--- config.mk ---
export PLATFORM = sky130hd
export DESIGN_NAME = adpll_lock_monitor
export DESIGN_NICKNAME = d
export VERILOG_FILES = /design/src/rtl/adpll_pkg.sv /design/src/rtl/ref_edge_sync.sv /design/src/rtl/adpll_lock_monitor.sv
export SDC_FILE = /design/constraint.sdc
export NUM_CORES = 1
export LEC_CHECK = 0
export BUFFER_PORTS_ARGS = -buffer_cell sky130_fd_sc_hd__buf_2
export CAP_MARGIN = 40
export CORE_UTILIZATION = 48
export DETAILED_ROUTE_END_ITERATION = 12
export PLACE_DENSITY = 0.74
export SYNTH_ARGS = -nofsm -noshare
export SYNTH_HDL_FRONTEND = slang
export SYNTH_SLANG_ARGS = --single-unit
export TNS_END_PERCENT = 1
--- constraint.sdc ---
create_clock -name fpga_clk_i -period 2.1 [get_ports fpga_clk_i]
set_input_delay 0.525 -clock fpga_clk_i [delete_from_list [all_inputs] [get_ports fpga_clk_i]]
set_output_delay 0.525 -clock fpga_clk_i [all_outputs]
set_load 0.01 [all_outputs]
--- src/rtl/adpll_pkg.sv ---
// adpll_pkg: shared types and widths for the ADPLL lock monitor and phase detector.
package adpll_pkg;
  typedef enum logic [1:0] {
    UNLOCKED  = 2'b00,
    ACQUIRING = 2'b01,
    LOCKED    = 2'b10,
    SLIPPING  = 2'b11
  } lock_state_t;
  localparam int PDET_WIDTH = 8;
  localparam int SLIP_CNT_W = 16;
endpackage

--- src/rtl/ref_edge_sync.sv ---
// ref_edge_sync: 2-flop synchroniser plus history flop giving a one-cycle rising-edge pulse.
// Ports: i_clk clock, i_rst async active-high reset, i_async asynchronous input, o_edge rising-edge pulse.
module ref_edge_sync (
  input  logic i_clk,
  input  logic i_rst,
  input  logic i_async,
  output logic o_edge
);
  logic r_sync1, r_sync2, r_sync3;
  always_ff @(posedge i_clk or posedge i_rst)
    if (i_rst) {r_sync3, r_sync2, r_sync1} <= 3'b000;
    else {r_sync3, r_sync2, r_sync1} <= {r_sync2, r_sync1, i_async};
  assign o_edge = r_sync2 & ~r_sync3;
endmodule

--- src/rtl/adpll_lock_monitor.sv ---
// adpll_lock_monitor: hysteretic lock detector on sampled phase error with reference-loss watchdog.
// Ports: fpga_clk_i clock, reset_i async active-high reset, enable_i monitor enable,
//   reference_i async reference, error_i signed phase error, lock_window_i in-window threshold,
//   clear_stats_i stats clear; outputs sample_valid_o, abs_error_o, state_o, locked_o,
//   ref_lost_o, slip_count_o, peak_error_o.
// Optional statistics (slip_count_o, peak_error_o) are built when LOCK_MON_STATS_EN is defined.
module adpll_lock_monitor
  import adpll_pkg::*;
#(
  parameter int WIDTH        = PDET_WIDTH,
  parameter int LOCK_COUNT   = 16,
  parameter int UNLOCK_COUNT = 4,
  parameter int REF_TIMEOUT  = 1024,
  parameter int SLIP_THRESH  = 64
) (
  input  logic                    fpga_clk_i,
  input  logic                    reset_i,
  input  logic                    enable_i,
  input  logic                    reference_i,
  input  logic signed [WIDTH-1:0] error_i,
  input  logic [WIDTH-2:0]        lock_window_i,
  input  logic                    clear_stats_i,
  output logic                    sample_valid_o,
  output logic [WIDTH-2:0]        abs_error_o,
  output logic [1:0]              state_o,
  output logic                    locked_o,
  output logic                    ref_lost_o,
  output logic [SLIP_CNT_W-1:0]   slip_count_o,
  output logic [WIDTH-2:0]        peak_error_o
);
  localparam int MAXC = LOCK_COUNT > UNLOCK_COUNT ? LOCK_COUNT : UNLOCK_COUNT;
  localparam int CNT_W = $clog2(MAXC + 1);
  localparam int WD_W = $clog2(REF_TIMEOUT + 1);
  localparam logic [CNT_W-1:0] LOCK_N = CNT_W'(LOCK_COUNT);
  localparam logic [CNT_W-1:0] UNLOCK_N = CNT_W'(UNLOCK_COUNT);
  localparam logic [WD_W-1:0] WD_LAST = WD_W'(REF_TIMEOUT - 1);
  localparam logic [WD_W-1:0] WD_MAX = WD_W'(REF_TIMEOUT);
  logic                    w_edge, w_in_win, w_timeout;
  logic signed [WIDTH-1:0] w_neg;
  logic [WIDTH-2:0]        w_abs, r_abs;
  lock_state_t             r_state, w_state_nxt;
  logic [CNT_W-1:0]        r_cnt, w_cnt_nxt, w_cnt_inc;
  logic [WD_W-1:0]         r_wd;
  logic                    r_valid, r_lost, r_locked;
  ref_edge_sync u_sync (
    .i_clk  (fpga_clk_i),
    .i_rst  (reset_i),
    .i_async(reference_i),
    .o_edge (w_edge)
  );
  // Negating the most negative code wraps back to a negative value; that is the saturation case.
  assign w_neg = -error_i;
  assign w_abs = !error_i[WIDTH-1] ? error_i[WIDTH-2:0] : (w_neg[WIDTH-1] ? '1 : w_neg[WIDTH-2:0]);
  assign w_in_win = w_abs <= lock_window_i;
  // An edge in the timeout cycle clears the counter and suppresses the timeout.
  assign w_timeout = !w_edge && r_wd == WD_LAST;
  assign w_cnt_inc = r_cnt + 1'b1;
  // The run counter is zero in UNLOCKED and LOCKED, so each half of the FSM shares one rule.
  always_comb begin
    w_state_nxt = r_state;
    w_cnt_nxt = r_cnt;
    if (!enable_i || w_timeout) begin
      w_state_nxt = UNLOCKED;
      w_cnt_nxt = '0;
    end else if (w_edge && !r_state[1]) begin
      w_state_nxt = !w_in_win ? UNLOCKED : (w_cnt_inc == LOCK_N ? LOCKED : ACQUIRING);
      w_cnt_nxt = (!w_in_win || w_cnt_inc == LOCK_N) ? '0 : w_cnt_inc;
    end else if (w_edge) begin
      w_state_nxt = w_in_win ? LOCKED : (w_cnt_inc == UNLOCK_N ? UNLOCKED : SLIPPING);
      w_cnt_nxt = (w_in_win || w_cnt_inc == UNLOCK_N) ? '0 : w_cnt_inc;
    end
  end
  always_ff @(posedge fpga_clk_i or posedge reset_i)
    if (reset_i) begin
      r_state <= UNLOCKED;
      r_cnt <= '0;
      r_locked <= 1'b0;
      r_valid <= 1'b0;
      r_abs <= '0;
      r_wd <= '0;
      r_lost <= 1'b0;
    end else begin
      r_state <= w_state_nxt;
      r_cnt <= w_cnt_nxt;
      r_locked <= w_state_nxt[1];
      r_valid <= w_edge;
      r_abs <= w_edge ? w_abs : r_abs;
      r_wd <= w_edge ? '0 : (r_wd == WD_MAX ? r_wd : r_wd + 1'b1);
      r_lost <= w_edge ? 1'b0 : (r_lost | w_timeout);
    end
  assign sample_valid_o = r_valid;
  assign abs_error_o = r_abs;
  assign state_o = r_state;
  assign locked_o = r_locked;
  assign ref_lost_o = r_lost;
`ifdef LOCK_MON_STATS_EN
  localparam logic [WIDTH-2:0] SLIP_T = SLIP_THRESH[WIDTH-2:0];
  logic [SLIP_CNT_W-1:0] r_slip;
  logic [WIDTH-2:0]      r_peak;
  always_ff @(posedge fpga_clk_i or posedge reset_i)
    if (reset_i || clear_stats_i) begin
      r_slip <= '0;
      r_peak <= '0;
    end else if (w_edge) begin
      r_slip <= (w_abs >= SLIP_T && r_slip != '1) ? r_slip + 1'b1 : r_slip;
      r_peak <= w_abs > r_peak ? w_abs : r_peak;
    end
  assign slip_count_o = r_slip;
  assign peak_error_o = r_peak;
`else
  logic w_unused_stats;
  assign w_unused_stats = clear_stats_i ^ (SLIP_THRESH == 0);
  assign slip_count_o = '0;
  assign peak_error_o = '0;
`endif
endmodule
# [Word level (Yosys, flattened, before mapping)]
# Index checks and enable logic that the tools add are counted.
# Widths: inputs -> output; s select.
[op_classes] n_addsub=3 n_lt_le_gt_ge=1 n_eq_ne=5 n_mux=17 n_bitwise=3 reduce_logical=10
[ops] operator="$mux 5" count=5
[ops] operator="$mux 11" count=2
[ops] operator="$mux 2" count=7
[ops] operator="$mux 7" count=2
[ops] operator="$add 11x1->11 const B" count=1
[ops] operator="$eq 11x10->1 const B" count=1
[ops] operator="$eq 11x11->1 const B" count=1
[ops] operator="$neg 8->8" count=1
[ops] operator="$le 7x7->1" count=1
[ops] operator="$add 5x1->5 const B" count=1
[ops] operator="$eq 5x3->1 const B" count=1
[ops] operator="$eq 5x5->1 const B" count=1
[ops] operator="$logic_not 1->1" count=4
[ops] operator="$logic_or 1x1->1" count=3
[ops] operator="$reduce_bool 3->1" count=1
[ops] operator="$logic_and 1x1->1" count=2
[ops] operator="$ne 2x1->1 const B" count=1
[ops] operator="$and 1x1->1" count=1
[ops] operator="$mux 1" count=1
[ops] operator="$not 1->1" count=1
[ops] operator="$or 1x1->1" count=1
[word_totals] regBits=30 input_bits=20 out_inout_bits=35 word_cells=49

# [Depth between registers and ports, before layout]
# Gate-level depths: netlist of run 1.
[logic_depth] depth_word=9 depth_mapped=14 mapped_depth_nobuf=14

# [By module]
# Synthesis of run 1 repeated with hierarchy kept, for this count alone.
[hier_totals] hier_cells=220 area_unflattened_um2=1944.4
[modules_own_cells] module="adpll_lock_monitor" instances=1 cells_per_inst=215 area_per_inst_um2=1851.8 seq_area_each_um2=675.6
[modules_own_cells] module="ref_edge_sync" instances=1 cells_per_inst=5 area_per_inst_um2=92.6 seq_area_each_um2=75.1

# [Worst setup path after synthesis of run 1]
# No wires, ideal clock.
[synth_timing] path_type="in2reg" from="in error_i[1]" to="reg r_cnt[0]" setup_ns=0.125 t_arrival_ns=2.967 t_required_ns=1.975 setup_slack_ns=-0.992 stages=12 path_buffers=0 path_cell_list="or3_4 -> or3_4 -> nor3_4 -> o21ai_0 -> o21ai_0 -> ha_1 -> nor2b_1 -> o211ai_1 -> nand3_1 -> and3_1 -> or2_1 -> mux2_2"
[synth_between] elab_chain_cells=9 word_cells_on_any_way=12 classes_between="add/sub (1); order compare (1); mux (7); reduce/logical (3)"
[synth_lines] element="start, declared" line_no="adpll_lock_monitor.sv:20" source="input logic signed [WIDTH-1:0] error_i,"
[synth_lines] element="$neg 8->8" line_no="adpll_lock_monitor.sv:52" source="assign w_neg = -error_i;"
[synth_lines] element="$mux 7" line_no="adpll_lock_monitor.sv:53" source="assign w_abs = !error_i[WIDTH-1] ? error_i[WIDTH-2:0] : (w_neg[WIDTH-1] ? '1 : w_neg[WIDTH-2:0]);"
[synth_lines] element="$mux 7 *" line_no="adpll_lock_monitor.sv:53"
[synth_lines] element="named net w_abs[1]" line_no="adpll_lock_monitor.sv:40" source="logic [WIDTH-2:0] w_abs, r_abs;"
[synth_lines] element="$le 7x7->1 *" line_no="adpll_lock_monitor.sv:54" source="assign w_in_win = w_abs <= lock_window_i;"
[synth_lines] element="$logic_or 1x1->1 / $logic_not 1->1 (equally long branches)" line_no="adpll_lock_monitor.sv:70, adpll_lock_monitor.sv:67"
[synth_lines] element="$mux 5 / $logic_or 1x1->1 (equally long branches)" line_no="adpll_lock_monitor.sv:70, adpll_lock_monitor.sv:67"
[synth_lines] element="$mux 5, on equally long branches" line_no="adpll_lock_monitor.sv:68, adpll_lock_monitor.sv:67"
[synth_lines] element="$mux 5 *" line_no="adpll_lock_monitor.sv:65" source="end else if (w_edge && !r_state[1]) begin"
[synth_lines] element="$mux 5 *" line_no="adpll_lock_monitor.sv:62" source="if (!enable_i || w_timeout) begin"
[synth_lines] element="end signal, assigned" line_no="adpll_lock_monitor.sv:84" source="r_cnt <= w_cnt_nxt;"
[synth_lines] element="end, declared" line_no="adpll_lock_monitor.sv:42" source="logic [CNT_W-1:0] r_cnt, w_cnt_nxt, w_cnt_inc;"
# Mark *: on every way through the listed nets, which the timed path passes. The rest lies on a longest branch. The select of a mux whose other input is x is not followed.
# A chain may end at the register's enable or synchronous reset.

# [Final worst setup path of run 1]
[layout_timing] from="in error_i[1]" to="reg r_cnt[0]"
[layout_between] elab_chain_cells=9 word_cells_on_any_way=12 classes_between="add/sub (1); order compare (1); mux (7); reduce/logical (3)"
[layout_lines] element="$neg 8->8 *" line_no="adpll_lock_monitor.sv:52"
[layout_lines] element="$mux 7 * (2 in a row)" line_no="adpll_lock_monitor.sv:53"
[layout_lines] element="named net w_abs[3]" line_no="adpll_lock_monitor.sv:40"
[layout_lines] element="$le 7x7->1 *" line_no="adpll_lock_monitor.sv:54"
[layout_lines] element="$logic_or 1x1->1 / $logic_not 1->1 (equally long branches)" line_no="adpll_lock_monitor.sv:70, adpll_lock_monitor.sv:67"
[layout_lines] element="$mux 5 / $logic_or 1x1->1 (equally long branches)" line_no="adpll_lock_monitor.sv:70, adpll_lock_monitor.sv:67"
[layout_lines] element="$mux 5, on equally long branches" line_no="adpll_lock_monitor.sv:68, adpll_lock_monitor.sv:67"
[layout_lines] element="$mux 5 *" line_no="adpll_lock_monitor.sv:65"
[layout_lines] element="$mux 5 *" line_no="adpll_lock_monitor.sv:62"
# Marks and branches as above.

==> results of run 1 <==
kinds of logic (layout without fill, tap and decap cells):
group | after synthesis | in the layout | share of synthesized area, %
DFF | 30 | 30 | 38.3
xor gates and xnor gates | 9 | 9 | 4.03
AOI/OAI and AO/OA | 34 | 34 | 10.7
muxes | 8 | 8 | 4.60
buffers and inverters | 47 | 78 | 13.9
adders and majority gates | 12 | 12 | 7.67
other | 1 | 23 | 0.192
and+or+nand+nor | 75 | 75 | 20.6
worst min-delay path by stage:
stage | start | end | slack, ps | depth (start not counted)
after global routing | reference_i | u_sync.r_sync1 | 340 | 1
final | reset_i | r_wd[7] | 310 | 3
after global placement | u_sync.r_sync1 | u_sync.r_sync2 | 330 | 0
after CTS | reset_i | r_wd[7] | 330 | 3
after floorplan | u_sync.r_sync1 | u_sync.r_sync2 | 330 | 0
after detailed placement | u_sync.r_sync1 | u_sync.r_sync2 | 340 | 0
synth_stat cells (2+ instances only):
| cell type | number |
|---|---|
| dfrtp_1 | 30 |
| buf_4 | 25 |
| nand2_1 | 23 |
| inv_1 | 17 |
| nor2_1 | 14 |
| ha_1 | 12 |
| nand3_1 | 10 |
| a21oi_1 | 8 |
| mux2_2 | 8 |
| o21ai_0 | 7 |
| xor2_1 | 7 |
| and3_1 | 6 |
| o21ai_1 | 6 |
| clkbuf_1 | 4 |
| and2_1 | 3 |
| nor2b_1 | 3 |
| o22ai_1 | 3 |
| a21o_1 | 2 |
| nand4b_1 | 2 |
| nor3_1 | 2 |
| o211ai_1 | 2 |
| or3_4 | 2 |
| xnor2_1 | 2 |
metrics by stage:
stage	utilization [%]	total power [mW]
3_3_place_gp	57.7	1.00
3_5_place_dp	57.7	1.01
2_1_floorplan	-	0.921
4_1_cts	62.9	1.76
6_report	63.4	1.75
5_1_grt	63.4	1.84
tightest hold or removal path: cells and delay by family:
kind	cells	cell delay [ps]
buf+inv	3	480
layout make-up:
cell class	instances	area [sq um]	share of cell area (%)
Clock buffer	6	82.6	3.43
Sequential cell	30	751	31.2
Clock inverter	2	60.1	2.49
Timing Repair Buffer	53	323	13.4
Inverter	17	63.8	2.65
Tap cell	48	60.1	2.49
Multi-Input combinational cell	161	1070	44.3
flip-flops by register name (all words and copies together), names as in the netlist:
signal and flops:
r_wd 11, abs_error_o 7, r_cnt 5, state_o 2, ref_lost_o 1, sample_valid_o 1
u_sync.r_sync1 1, u_sync.r_sync2 1, u_sync.r_sync3 1
metal layers:
layer  vias to the layer above  GRT usage, %  wire, um
met1                       737          24.1      1690
met3                        10          4.14       144
met4                         0          7.88        71
met5                         -             0         0
met2                        36          33.8      1890
li1                        786             -         -
report_power, final:
part           total (mW)  switching (mW)  leakage, nW  internal (mW)
clock               0.728           0.222       0.0714          0.506
sequential          0.678          0.0422        0.391          0.636
combinational       0.346           0.184        0.824          0.162
timing repair:
item                       4_1_cts  5_1_grt
pin swaps                        5        3
resized for setup               10        2
setup buffers                    2        1
setup endpoints to repair        7        9
==> out/metrics.yaml, run 1 <==
drtIter0Drc: 85
antenna_found_initial: 0
cts_tree: "done"
required_ps: 2270
rsz0062_at_grt: "yes"
critPathCapture: "r_cnt[0]"
cap_violations: 0
vdd_drop_max_uv: 421
synth-main-ff-cell: "dfrtp_1"
die_w_um: 65.9
synth.largest_area_cell: "dfrtp_1"
gp_congestion: 0.914
area_growth_syn_to_layout_pct: 22.9
syn_avg_cell_area_sq_um: 9.07
ff2ff_path_depth: 7
skew_ps: 5.45
syn_inst: 216
async_reset_ff_share_pct: 100
cts_num_sinks: 30
grt_usage_pct: 19.8
stdcell_area_sq_um: 2410
cp.depth: 14
cts_root_buf: "clkbuf_8"
cpLargestDelayFamily: "simple AND/OR/NAND/NOR gates"
timing.hold.ws_ps: 311
wire_per_inst_um: 12.0
p_per_area_nw_per_um2: 728
grt_pass1_wl_um: 6480
pin_count: 55
min_path_type: "in -> async"
max_freq_mhz: 326
clk_latency_ps: 290
wl_um: 3790
crit_buf_inv: 2
critPathArrivalTime_ps: 3240
status: "complete, but fails checks"
dr_total_vias: 1569
setup_tns_ps: -5840
port_buffers: 30
ys_types: 41
grt_pass1_vias: 1503
setup_viol: 8
path_max_fanout: 4
crit_path_max_incr_delay_ps: 390
seq_area_frac_synth_pct: 38.3
min_period_ps: 3070
start_kind: "primary input"
drc_errors: 0
setup_ws_ps: -969
dpl.hpwl_um: 2740
yosys-top-cells-area: "dfrtp_1, buf_4, ha_1"
crit_path_start: "error_i[1]"
dpl_cell_area_sq_um: 2190
htree_num_levels: 2
path_cells: "buf_2 > or3_4 > or3_4 > nor3_4 > buf_4 > o21ai_1 > o21ai_1 > ha_1 > nand4_1 > nor2_1 > a21oi_2 > a2111oi_4 > or2_1 > mux2_2"
rrSetupSlack_ps: 10
fin_cells: 317
die_area_sq_um: 4340
drive_gt1_share_pct: 30.1
synth_edf_count: 0
finalHoldViolations: 0
nFillCells: 312
leakagePower_nw: 1.29
mostFrequentLayoutCells: "dfrtp_1, buf_2, nand2_1, conb_1, buf_4"
worstSetupPathType: "in -> reg"
yosysTopAreaCellShare_pct: 38.3
syn-cell-area_sq_um: 1960
vias_per_cell: 4.95
drtAntennaViolNets: 0
cp-end-kind: "flip-flop"
fin_crit_sh_pct: 146
slew_viol_final: 0
die_h_um: 65.9
reg2reg_to: "r_cnt[0]"
grt_max_degree: 31
clk_pin_slew_worst_paths_ps: 70
numCtsBuffers: 5
violations: "setup timing"
preCtsSetupSlack_ps: -1270
initial_core_util_pct: 51.5
synth.yosys.warnings: 0
cts_hold_buf: 0
coreArea_sq_um: 3800
rows: 22
ys_ff_latch: 30
r2r-start: "r_cnt[0]"
gr-total-overflow: 0
ctsLongestPathBuffers: 2
diodes: 0
dp_cells: 306
first_pass_iters: 4
layout.nets: 300
cpMaxStageDelayCell: "or3_4"
Note: power is estimated with default switching activity, not from simulation.
==> run 2: changes to the inputs <==
--- a/config.mk
+++ b/config.mk
@@ -5,6 +5,7 @@
 export SDC_FILE = /design/constraint.sdc
 export NUM_CORES = 1
 export LEC_CHECK = 0
+export ABC_AREA = 1
 export BUFFER_PORTS_ARGS = -buffer_cell sky130_fd_sc_hd__buf_2
 export CAP_MARGIN = 40
 export CORE_UTILIZATION = 48
==> run 2 against run 1 <==
Compared with the run above:
- the flow still finishes with violations (setup timing)
- largest cell class unchanged
- combinational power grew 8.4%
- non-clock buffer count decreased by 5
- critical endpoint is now r_cnt[3]
- synthesized area increased by 3.6%
- core utilization down 0.89 points
- flip-flop and latch count unchanged
- total power increased by 2.5%
- worst setup slack gained 900 ps
- register-to-register slack improved by 440 ps
- cell area rose by 4.6%
- hold slack worse by 5.6 ps
- final cell count up 16%
- via count up 15%
==> out/metrics.yaml, run 2 <==
path_cells: "buf_8 > inv_4 > ha_4 > nand4_1 > a31oi_1 > o21ai_2 > ha_1 > nand2_4 > inv_2 > a21oi_2 > nand2_2 > nand2_2 > nand2_1 > nand2_2 > nand4_1 > nand2_1"
post-synth-top-count-cell: "nand2_1"
htree_num_levels: 2
cts_root_buf: "clkbuf_8"
relSlewSlack_pct: 66.5
fin_cells: 367
rrSetupSlack_ps: 450
r2r-start: "r_cnt[0]"
required_ps: 2320
slew_viol_final: 0
leakagePower_nw: 1.42
cpMaxStageDelayCell: "ha_1"
gp_congestion: 0.874
dpl.hpwl_um: 2980
min_period_ps: 2170
cts_num_sinks: 30
antenna_found_initial: 0
timing.hold.ws_ps: 305
synth_edf_count: 0
worstSetupPathType: "in -> reg"
skew_ps: 4.54
die_h_um: 67.0
clk_latency_ps: 280
diodes: 0
cts_tree: "done"
vdd_drop_max_uv: 469
grt_pass1_vias: 1703
numCtsBuffers: 5
min_path_type: "in -> async"
cap_violations: 0
final_common_cell: "nand2_1"
drtIter0Drc: 100
path_max_fanout: 6
port_buffers: 30
syn_avg_cell_area_sq_um: 7.57
final_util_pct: 62.5
rows: 23
async_reset_ff_share_pct: 100
preCtsSetupSlack_ps: -484
synth.yosys.warnings: 0
drtAntennaViolNets: 0
mostFrequentLayoutCells: "nand2_1, inv_1, dfrtp_1, buf_2, conb_1"
fin_crit_sh_pct: 103
setup_ws_ps: -72.2
cp-end-kind: "flip-flop"
yosys-top-cells-area: "dfrtp_1, nand2_1, buf_4"
vias_per_cell: 4.93
ctsLongestPathBuffers: 2
finalHoldViolations: 0
dr_total_vias: 1810
largest_reg_flops: 11
drive_gt1_share_pct: 26.8
clk_pin_slew_worst_paths_ps: 70
reg2reg_to: "r_cnt[1]"
grt_max_degree: 31
gr-total-overflow: 0
syn-cell-area_sq_um: 2030
status: "complete, but fails checks"
first_pass_iters: 4
die_area_sq_um: 4490
die_w_um: 67.0
crit_path_max_incr_delay_ps: 360
dp_cells: 356
crit_path_frequent_cell: "nand2_2"
wire_per_inst_um: 11.7
grt_pass1_wl_um: 7130
grt_usage_pct: 21.2
setup_viol: 6
coreArea_sq_um: 4030
seq_area_frac_synth_pct: 37.0
violations: "setup timing"
ys_ff_latch: 30
layout.nets: 348
worst_slew_pin_slew_ps: 500
ff2ff_path_depth: 11
start_kind: "primary input"
initial_core_util_pct: 50.4
yosysTopAreaCellShare_pct: 37.0
pin_count: 55
synth-main-ff-cell: "dfrtp_1"
synth.largest_area_cell: "dfrtp_1"
ys_types: 30
drc_errors: 0
syn_inst: 268
ys_top_cells_by_count: "nand2_1, inv_1, dfrtp_1"
p_per_area_nw_per_um2: 713
max_freq_mhz: 460
top_register: "r_wd"
rsz0062_at_grt: "yes"
wl_um: 4280
critPathArrivalTime_ps: 2390
area_growth_syn_to_layout_pct: 24.0
## run 2: cell types whose count changed in the layout (fill, tap and decap cells not counted), sizes merged, moves of 6 or more
cell / change
nand3: +6
nand2: +38
and3: -6
mux2: -8
nand4: +16
nor2: +9
inv: +25
## run 2: per-stage QoR
| step | power (mW) | cell area (sq um) | setup TNS (ps) |
|---|---|---|---|
| finish | 1.79 | 2520 | -354 |
| global route | 1.88 | 2520 | -1280 |
| CTS | 1.79 | 2490 | -271 |
| detailed placement | 1.02 | 2250 | -3190 |
| global placement | 1.01 | 2250 | -2670 |
| floorplan | 0.939 | 2130 | -308 |
## run 2: power by group
group / switching, mW / internal [mW]
combinational: 0.222 / 0.153
sequential: 0.0477 / 0.634
clock: 0.232 / 0.506
## run 2: metal layers
| metal | global-route usage [%] | share of wire (%) | up-vias |
|---|---|---|---|
| met5 | 0 | 0 | - |
| met4 | 8.78 | 2.2 | 0 |
| met3 | 5.65 | 4.7 | 11 |
| met2 | 36.1 | 49 | 55 |
| met1 | 24.7 | 44 | 835 |
| li1 | - | - | 909 |
## run 2: worst max path at each step
stage | startpoint | to
after floorplan | error_i[1] | r_cnt[0]
after global placement | error_i[0] | r_cnt[0]
after detailed placement | error_i[0] | r_cnt[3]
after CTS | error_i[2] | r_cnt[3]
after global routing | error_i[1] | r_cnt[1]
final | error_i[1] | r_cnt[3]
## run 2: cells by family (layout without fill, tap and decap cells)
family	Yosys count	after routing	share of synthesized area, %
buf+inv	71	98	17.8
other cells	1	23	0.185
flops	30	30	37.0
xor+xnor	4	4	1.73
simple gates	125	125	29.3
compound gates	25	25	6.60
fa+ha+maj	12	12	7.40
## run 2: timing repair
action                                  CTS  global route
resized for setup                        24             6
setup buffers                             2             1
pin swaps                                18            13
hold buffers                              0             0
endpoints found under the setup margin    7             7
## run 2: worst max-delay path, delay by kind of cell
family / cells / cell delay, ps
fa+ha+maj: 2 / 500
compound gates: 3 / 450
simple gates: 8 / 720
buf+inv: 3 / 200
## run 2: area by class of cell
cell class	instances	area (sq um)
fillers	367	1510
multi-input cells	189	1090
flip-flops and latches	30	751
repair buffers	48	308
inverters	42	160
clock buffers	6	82.6
well taps	50	62.6
clock inverters	2	60.1
